**src/rtl/adc_scan_sched.sv**
```systemverilog
// adc_scan_sched
// Sequencer and arbiter in front of the shared adc_ltc2308 conversion engine.
// Runs a background round-robin scan of NUM_CH channels and serves on-demand
// single-channel conversions for NUM_REQ requesters. Requesters are arbitrated
// fairly, and a pending request always wins over the scan.
// Optional feature: define ADC_SCAN_TIMEOUT_EN to enable a per-conversion
// watchdog of TIMEOUT_CYCLES cycles. Without it, WAIT blocks until the
// engine answers and timeout_err is tied low.

module adc_scan_sched #(
  parameter int NUM_REQ        = 4,
  parameter int NUM_CH         = 6,
  parameter int TIMEOUT_CYCLES = 4096
) (
  input  logic                  clk,
  input  logic                  rst_n,
  input  logic                  scan_en,
  input  logic [NUM_REQ-1:0]    req,
  input  logic [3*NUM_REQ-1:0]  req_ch,
  output logic [NUM_REQ-1:0]    rsp_valid,
  output logic                  rsp_err,
  output logic [11:0]           rsp_data,
  output logic                  measure_start,
  output logic [2:0]            measure_ch,
  input  logic                  measure_done,
  input  logic [11:0]           measured_data,
  output logic [12*NUM_CH-1:0]  ch_data,
  output logic [NUM_CH-1:0]     ch_fresh,
  output logic                  timeout_err
);

  localparam int REQ_W = (NUM_REQ > 1) ? $clog2(NUM_REQ) : 1;

  typedef enum logic [1:0] {IDLE, START, WAIT, RELEASE} stateT;

  stateT               state_q, state_d;
  logic [REQ_W-1:0]    rrPtr_q, rrPtr_d;
  logic [2:0]          scanCh_q, scanCh_d;
  logic [REQ_W-1:0]    grant_q, grant_d;
  logic                isReq_q, isReq_d;
  logic [2:0]          convCh_q, convCh_d;
  logic                measureStart_q, measureStart_d;
  logic [2:0]          measureCh_q, measureCh_d;
  logic [11:0]         chData_q [NUM_CH];
  logic [11:0]         chData_d [NUM_CH];
  logic [NUM_CH-1:0]   chFresh_q, chFresh_d;
  logic [NUM_REQ-1:0]  rspValid_q, rspValid_d;
  logic                rspErr_q, rspErr_d;
  logic [11:0]         rspData_q, rspData_d;

  logic [REQ_W-1:0]    pickIdx;
  logic [REQ_W-1:0]    pickNext;
  logic [2:0]          pickCh;
  logic                pickBad;
  logic [2:0]          scanNext;

`ifdef ADC_SCAN_TIMEOUT_EN
  localparam int TO_W = (TIMEOUT_CYCLES > 1) ? $clog2(TIMEOUT_CYCLES) : 1;
  logic [TO_W-1:0]     toCnt_q, toCnt_d;
  logic                timeoutErr_q, timeoutErr_d;
`else
  logic [31:0]         unusedTimeoutCfg;
  assign unusedTimeoutCfg = TIMEOUT_CYCLES;
`endif

  // First requester at or after ptr, searching circularly.
  function automatic logic [REQ_W-1:0] pickReq(input logic [NUM_REQ-1:0] reqVec,
                                               input logic [REQ_W-1:0]   ptr);
    logic [REQ_W-1:0] pick;
    logic             found;
    int               idx;
    pick  = '0;
    found = 1'b0;
    for (int i = 0; i < NUM_REQ; i++) begin
      idx = int'(ptr) + i;
      if (idx >= NUM_REQ) idx = idx - NUM_REQ;
      if (!found && reqVec[idx]) begin
        found = 1'b1;
        pick  = REQ_W'(idx);
      end
    end
    return pick;
  endfunction

  assign pickIdx  = pickReq(req, rrPtr_q);
  assign pickNext = (pickIdx == REQ_W'(NUM_REQ - 1)) ? '0 : pickIdx + 1'b1;
  assign pickCh   = req_ch[3*int'(pickIdx) +: 3];
  assign pickBad  = (int'(pickCh) >= NUM_CH);
  assign scanNext = (scanCh_q == 3'(NUM_CH - 1)) ? 3'd0 : scanCh_q + 3'd1;

  // Next-state logic: arbitration, conversion handshake and result routing.
  always_comb begin
    state_d        = state_q;
    rrPtr_d        = rrPtr_q;
    scanCh_d       = scanCh_q;
    grant_d        = grant_q;
    isReq_d        = isReq_q;
    convCh_d       = convCh_q;
    measureStart_d = measureStart_q;
    measureCh_d    = measureCh_q;
    chData_d       = chData_q;
    chFresh_d      = '0;
    rspValid_d     = '0;
    rspErr_d       = 1'b0;
    rspData_d      = '0;
`ifdef ADC_SCAN_TIMEOUT_EN
    toCnt_d        = toCnt_q;
    timeoutErr_d   = timeoutErr_q;
`endif
    case (state_q)
      IDLE: begin
        if (!measure_done) begin
          if (|req) begin
            grant_d = pickIdx;
            isReq_d = 1'b1;
            rrPtr_d = pickNext;
            if (pickBad) begin
              // No conversion for an out-of-range channel; answer with an error.
              rspValid_d[pickIdx] = 1'b1;
              rspErr_d            = 1'b1;
              state_d             = RELEASE;
            end else begin
              convCh_d = pickCh;
              state_d  = START;
            end
          end else if (scan_en) begin
            isReq_d  = 1'b0;
            convCh_d = scanCh_q;
            state_d  = START;
          end
        end
      end
      START: begin
        measureCh_d    = convCh_q;
        measureStart_d = 1'b1;
        state_d        = WAIT;
`ifdef ADC_SCAN_TIMEOUT_EN
        toCnt_d        = '0;
`endif
      end
      WAIT: begin
        if (measure_done) begin
          measureStart_d = 1'b0;
          for (int k = 0; k < NUM_CH; k++) begin
            if (measureCh_q == 3'(k)) begin
              chData_d[k]  = measured_data;
              chFresh_d[k] = 1'b1;
            end
          end
          if (isReq_q) begin
            rspValid_d[grant_q] = 1'b1;
            rspData_d           = measured_data;
          end else begin
            scanCh_d = scanNext;
          end
          state_d = RELEASE;
        end
`ifdef ADC_SCAN_TIMEOUT_EN
        else if (toCnt_q == TO_W'(TIMEOUT_CYCLES - 1)) begin
          measureStart_d = 1'b0;
          timeoutErr_d   = 1'b1;
          if (isReq_q) begin
            rspValid_d[grant_q] = 1'b1;
            rspErr_d            = 1'b1;
          end else begin
            scanCh_d = scanNext;
          end
          state_d = RELEASE;
        end else begin
          toCnt_d = toCnt_q + 1'b1;
        end
`endif
      end
      RELEASE: begin
        measureStart_d = 1'b0;
        if (!measure_done) state_d = IDLE;
      end
      default: state_d = IDLE;
    endcase
  end

  // State and output registers; reset discards any conversion in flight.
  always_ff @(posedge clk or negedge rst_n) begin
    if (!rst_n) begin
      state_q        <= IDLE;
      rrPtr_q        <= '0;
      scanCh_q       <= '0;
      grant_q        <= '0;
      isReq_q        <= 1'b0;
      convCh_q       <= '0;
      measureStart_q <= 1'b0;
      measureCh_q    <= '0;
      for (int k = 0; k < NUM_CH; k++) chData_q[k] <= '0;
      chFresh_q      <= '0;
      rspValid_q     <= '0;
      rspErr_q       <= 1'b0;
      rspData_q      <= '0;
`ifdef ADC_SCAN_TIMEOUT_EN
      toCnt_q        <= '0;
      timeoutErr_q   <= 1'b0;
`endif
    end else begin
      state_q        <= state_d;
      rrPtr_q        <= rrPtr_d;
      scanCh_q       <= scanCh_d;
      grant_q        <= grant_d;
      isReq_q        <= isReq_d;
      convCh_q       <= convCh_d;
      measureStart_q <= measureStart_d;
      measureCh_q    <= measureCh_d;
      chData_q       <= chData_d;
      chFresh_q      <= chFresh_d;
      rspValid_q     <= rspValid_d;
      rspErr_q       <= rspErr_d;
      rspData_q      <= rspData_d;
`ifdef ADC_SCAN_TIMEOUT_EN
      toCnt_q        <= toCnt_d;
      timeoutErr_q   <= timeoutErr_d;
`endif
    end
  end

  for (genvar k = 0; k < NUM_CH; k++) begin : gChOut
    assign ch_data[12*k +: 12] = chData_q[k];
  end

  assign measure_start = measureStart_q;
  assign measure_ch    = measureCh_q;
  assign ch_fresh      = chFresh_q;
  assign rsp_valid     = rspValid_q;
  assign rsp_err       = rspErr_q;
  assign rsp_data      = rspData_q;
`ifdef ADC_SCAN_TIMEOUT_EN
  assign timeout_err   = timeoutErr_q;
`else
  assign timeout_err   = 1'b0;
`endif

endmodule

```
**config.mk**
```make
export PLATFORM = sky130hd
export DESIGN_NAME = adc_scan_sched
export DESIGN_NICKNAME = d
export VERILOG_FILES = /design/src/rtl/adc_scan_sched.sv
export SDC_FILE = /design/constraint.sdc
export NUM_CORES = 1
export LEC_CHECK = 0
export BUFFER_PORTS_ARGS = -buffer_cell sky130_fd_sc_hd__buf_2
export CORE_ASPECT_RATIO = 0.8
export CORE_MARGIN = 2
export CORE_UTILIZATION = 58
export CTS_BUF_LIST = sky130_fd_sc_hd__clkbuf_8
export DETAILED_ROUTE_END_ITERATION = 6
export GPL_ROUTABILITY_DRIVEN = 0
export PLACE_DENSITY = 0.88
export REMOVE_ABC_BUFFERS = 1
export SLEW_MARGIN = 20
export SYNTH_ARGS = -nofsm -noshare
export SYNTH_HDL_FRONTEND = slang
export SYNTH_SLANG_ARGS = --single-unit
export TNS_END_PERCENT = 1
```
**constraint.sdc**
```tcl
create_clock -name clk -period 4 [get_ports clk]
set_input_delay 1 -clock clk [delete_from_list [all_inputs] [get_ports clk]]
set_output_delay 1 -clock clk [all_outputs]
set_load 0.005 [all_outputs]
```
**Yosys cells after proc, flatten, opt, wreduce, memory -nomap -nowiden**

Cells that the tools add are included.

- Register bits after elaboration: 112
- Output and inout bits: 100
- Word-level logic and storage cells: 148

- Add/sub/neg operators: 9
- Multipliers: 1
- $lt $le $gt $ge: 13
- Equality and inequality tests: 15
- Shifts and indexed selects: 1
- Mux-type cells: 64
- Bitwise gates (word level): 2
- Reduce and logical (&&, ||, !) cells: 25

Operators with widths:

| operator | number |
|---|---|
| 32-bit by 4-bit less-than comparator with 1-bit output, second input constant | 4 |
| 32-bit two-way mux | 4 |
| 12-bit two-way mux | 3 |
| 3-bit AND reduction | 9 |
| 1-bit two-way mux | 26 |
| 2-bit two-way mux | 11 |
| 4-bit two-way mux | 5 |
| 3-bit greater-or-equal comparator, second input constant | 4 |
| 3-bit two-way mux | 4 |
| 6-bit two-way mux | 2 |
| 12-bit by 5-bit indexed part select with 3-bit output | 1 |
| 3-bit by 3-bit subtractor with 4-bit output, second input constant | 3 |
| 3-bit equality test, second input constant | 3 |
| 1-bit binary-select mux with 2-bit select | 4 |
| 2-bit inequality test, second input constant | 4 |
| 2-bit one-hot mux with 4 select lines | 1 |
| 4-bit one-hot mux with 2 select lines | 1 |
| 4-bit AND reduction | 2 |
| 2-bit by 2-bit adder with 3-bit output, second input constant | 2 |
| 2-bit equality test, second input constant | 3 |
| 3-bit by 2-bit equality test with 1-bit output, second input constant | 2 |
| 2-bit by 3-bit less-than comparator with 1-bit output, second input constant | 2 |
| 1-bit logical AND | 5 |
| 1-bit demux with 2-bit select | 2 |
| 19 further kinds | 23 |

**Depth between registers and ports, before layout**

- Depth in word-level cells: 23
- Gate-level depth with buffers: 10

**Least setup slack after synthesis**

Ideal clock, no wire load.

- Kind: input -> register
- Start point: input req[0]
- End point: register rspValid_q[0] (netlist: rsp_valid[0])
- Setup time: 0.066 ns
- Arrival: 2.470 ns
- Required time: 3.934 ns
- Slack: 1.465 ns
- Cell stages on the path: 7
- Path buffers: 0
- Cells stage by stage: a21oi_1 o21a_1 o22a_2 inv_1 mux2_2 nor4_4 a22o_1

- Longest elaborated chain between the ends: 21
- Elaborated cells on any way between the ends: 38
- Classes of those cells: 1 x mul; 3 x order compare; 1 x shift; 25 x mux; 8 x reduce/logical

RTL lines:

| element | line | text |
|---|---|---|
| start, declared | 18 | `input logic [NUM_REQ-1:0] req,` |
| 1-bit binary-select mux with 2-bit select | 77 | `if (!found && reqVec[idx]) begin` |
| 1-bit two-way mux (implied by the code) (2 in a row) | 77 |  |
| 1-bit two-way mux | 77 |  |
| 1-bit logical NOT | 77 |  |
| 1-bit logical AND | 77 |  |
| 1-bit two-way mux | 77 |  |
| 1-bit logical NOT | 77 |  |
| 1-bit logical AND | 77 |  |
| [3 not listed] | n/a |  |
| 2-bit two-way mux * | 77 |  |
| via pickIdx[1] | 51 | `logic [REQ_W-1:0] pickIdx;` |
| parallel branches: the longest is 4 deep, another holds 2-bit by 2-bit multiplier with 4-bit output | n/a |  |
| 4-bit two-way mux * | 117 | `if (pickBad) begin` |
| 4-bit two-way mux * | 113 | `if (\|req) begin` |
| 4-bit two-way mux * | 112 | `if (!measure_done) begin` |
| 4-bit one-hot mux with 2 select lines * | 110 | `case (state_q)` |
| via rspValid_d[0] | 47 | `logic [NUM_REQ-1:0] rspValid_q, rspValid_d;` |
| end signal, assigned | 213 | `rspValid_q <= rspValid_d;` |
| end, declared | 47 |  |

Mark *: on every way through the listed nets, which the timed path passes. The select of a mux whose other input is x is not followed.
A chain may end at the register's enable or synchronous reset.

**Final worst setup path**

- Start point: input req[2]
- End point: register rspValid_q[0] (netlist: rsp_valid[0])

- Longest elaborated chain between the ends: 21
- Elaborated cells on any way between the ends: 38
- Classes of those cells: 1 x mul; 3 x order compare; 1 x shift; 25 x mux; 8 x reduce/logical

RTL lines:

| element | line |
|---|---|
| parallel branches: the longest is 18 deep, another holds 1-bit binary-select mux with 2-bit select | n/a |
| 4-bit two-way mux * | 113 |
| 4-bit two-way mux * | 112 |
| 4-bit one-hot mux with 2 select lines * | 110 |
| via rspValid_d[0] | 47 |

Marked as above.

==> metrics.cfg <==
[routing]
wl_per_cell_um = 16.74
viasPerCell = 5.298
dr.pass1.iters = 5
wirelength_um = 10330
vias = 3269
ant_nets = 0
drc = 0
drt-initial-drc-count = 160

[cts]
cts-hold-fix-buffers = 0
cts_made_buffers = 9
htreeDepth = 3
path_clk_slew_ps = 100
cts_resized = 0
cts.sinks = 112
cts_root_buf = clkbuf_8
ctsLongestPathBuffers = 2
worstSkewPairLatency_ps = 370
cts_tree = yes
post-cts-setup-buffer-count = 0

[worst_setup_path]
rrSetupSlack_ps = 1350
cp-start-kind = input pin
reg2reg_depth = 7
rr_startpoint = rrPtr_q[1]
cp_max_fo = 11
critPathArrivalTime_ps = 3190
end_kind = flop
cp.buffers_inverters = 1
rr_endpoint = rsp_valid[0]
crit_type = in2reg
cpMaxStageDelayCell = nor3_2
required_ps = 4300
cpMostUsedCell = mux2i_1
cpLargestDelayFamily = simple AND/OR/NAND/NOR gates
critPathMaxStageDelay_ps = 700
path_cells = buf_2 > mux2i_1 > nor2_1 > nor3_2 > mux2i_1 > mux2_2 > nor4_4 > a22o_1

[sta]
finalHoldViolCount = 0
maxSlewHeadroom = 0.4360
fmax_ghz = 0.3455
finClkSkew_ps = 16.57
worst_pin_slew_ps = 841.5
setup_viol = 0
slew_violations = 0
rsz0062_at_grt = false
fin_tns_setup_ps = 0
layout_min_cycle_time_ps = 2894
fin_crit_sh = 0.7236

[yosys]
synth_area_per_cell_sq_um = 12.19
ys_warn_count = 0
synth_cells = 374
ys_types = 42
syn_area_sq_mm = 0.004561
seq_area_frac_synth = 0.6145
ys_ff_latch = 112

[cells_and_area]
layout.nets = 548
syn2layout_area_growth_pct = 21.48
final_cell_mix = buf_2, dfrtp_1, nand2_1
drive_gt1_frac = 0.4160
fin_cells = 617
layout_commonest_cell = buf_2
diodes = 0
nFillCells = 543

[hold_path]
min_path_type = reg2reg
hold_end = ch_data[24]
holdPathStages = 2
hold_start = ch_data[24]

[global_route]
overflow = 0
antenna_found_initial = 0
busiest_layer = met2
grt_pass1_wl_um = 16710
grt_pass1_vias = 3298
gr-usage-met1 = 0.3508
grt_max_degree = 57
globalRouteTotalUtil = 0.2537
use_met3 = 0.06481
grt_use_met2 = 0.3967

[place]
dp.cells = 601
hpwl_um = 7479
port_buffers = 130

[power_and_ir_drop]
p_per_area_mw_per_mm2 = 710.1
seqPwrFrac = 0.476
p_int_uw = 2615
sw_frac_of_total = 0.3353
vdd_drop_max_mv = 0.4677
combPwrFrac = 0.350
leakagePower_uw = 0.002966
power.switching_uw = 1319
pwr-share-clk = 0.174

[floorplan]
row_count = 28
initial_core_util = 0.6083
fp.dieH_um = 83.31
dieArea_sq_mm = 0.008593
die_w_um = 103.1
pin_count = 132
core_area_sq_mm = 0.007497

[status]
status = complete, no violations

[flow_run]
maxCapViolCount = 0

[worst max path at each step]
stage | startpoint | to | slack [ps] | cells past startpoint
final | req[2] | rsp_valid[0] | 1110 | 8
after detailed placement | req[2] | rsp_valid[0] | 760 | 8
after global placement | req[2] | rsp_valid[0] | 920 | 8
after floorplan | measure_done | ch_data[48] | 990 | 3
after global routing | req[2] | rsp_valid[3] | 900 | 8
after CTS | req[2] | rsp_valid[3] | 1130 | 8
[tightest hold or removal path, stage by stage (launching register included)]
cell and delay (ps):
dfrtp_1 350, nand2_1 50, nand2_1 50
[power by group through the flow]
stage | Sequential, uW | Clock, uW | Combinational, uW
2_1_floorplan | 1880 | 0 | 710
3_3_place_gp | 1870 | 0 | 1320
3_5_place_dp | 1890 | 0 | 1390
4_1_cts | 1870 | 696 | 1400
5_1_grt | 1930 | 755 | 1530
6_report | 1870 | 684 | 1380
[layout make-up]
type                       count  area, sq um  area share
tap                          105        131.4     0.02371
sequential                   112         2803      0.5059
multi-input combinational    239         1669      0.3013
timing repair buffer         136        698.2      0.1260
inverter                       9        33.78    0.006098
clock buffer                  10        137.6     0.02484
clock inverter                 6        67.56     0.01220
[logic make-up (layout without fill, tap and decap cells)]
family          after synthesis  count (layout)  synth area share
compound gates               33              33           0.04829
flops                       112             112            0.6145
fa+ha+maj                     9               9           0.02469
buf+inv                      23             161           0.02222
other cells                   1               1         0.0008223
simple gates                132             132            0.1331
xor+xnor                      1               1          0.001921
mux                          63              63            0.1545
[sequential cells by signal (all words and copies together), names as in the netlist]
register and count:
ch_data 72, rsp_data 12, ch_fresh 6, rsp_valid 4
convCh_q 3, measure_ch 3, scanCh_q 3, grant_q 2
rrPtr_q 2, state_q 2, isReq_q 1, measure_start 1
rsp_err 1
[per-layer routing]
metal / vias up / part of all wire
met3: 19 / 0.061
met1: 1611 / 0.43
met2: 113 / 0.49
li1: 1526 / -
met5: - / 0
met4: 0 / 0.023
[per-stage QoR]
stage / instance area (sq um) / utilization / hold slack [ps] / power (uW) / worst slack [ps]
final: 5540 / 0.7390 / 480.7 / 3934 / 1106
after global routing: 5540 / 0.7390 / 508.8 / 4219 / 903.6
after CTS: 5540 / 0.7390 / 481.4 / 3965 / 1125
after detailed placement: 5335 / 0.7116 / 457.8 / 3284 / 758.6
after global placement: 5335 / 0.7116 / 454.4 / 3186 / 916.9
after floorplan: 4493 / - / 458.3 / 2594 / 992.9
[synth_stat cells, drive strengths merged]
cell type  number  area, sq um
mux2           56        634.4
o2bb2ai         1        8.760
nand3b          1        7.510
and2           12        75.07
o21a            5        37.54
nor3b           1        7.510
a21oi           8        40.04
inv             9        33.78
o21ai           9        45.04
nor2b           2        12.51
nand2b          4        25.02
a41o            1        10.01
a22o            1        8.760
buf             6        37.53
o22a            1        10.01
or4             1        7.510
nor4b           1        8.760
a221oi          1        8.760
nand4           1        6.260
a32o            2        20.02
a21o            2        15.01
o31ai           1        7.510
nor2           14        52.55
nor3            3        20.02
a311oi          1        8.760
and3            1        6.260
mux2i           7        70.07
nand2          83        311.6
ha              9        112.6
nand3           4        20.02
clkbuf          8        30.03
conb            1        3.750
dfrtp         112         2803
nor4            4        46.29
xor2            1        8.760
No activity file was read; power rests on OpenSTA's default activity.
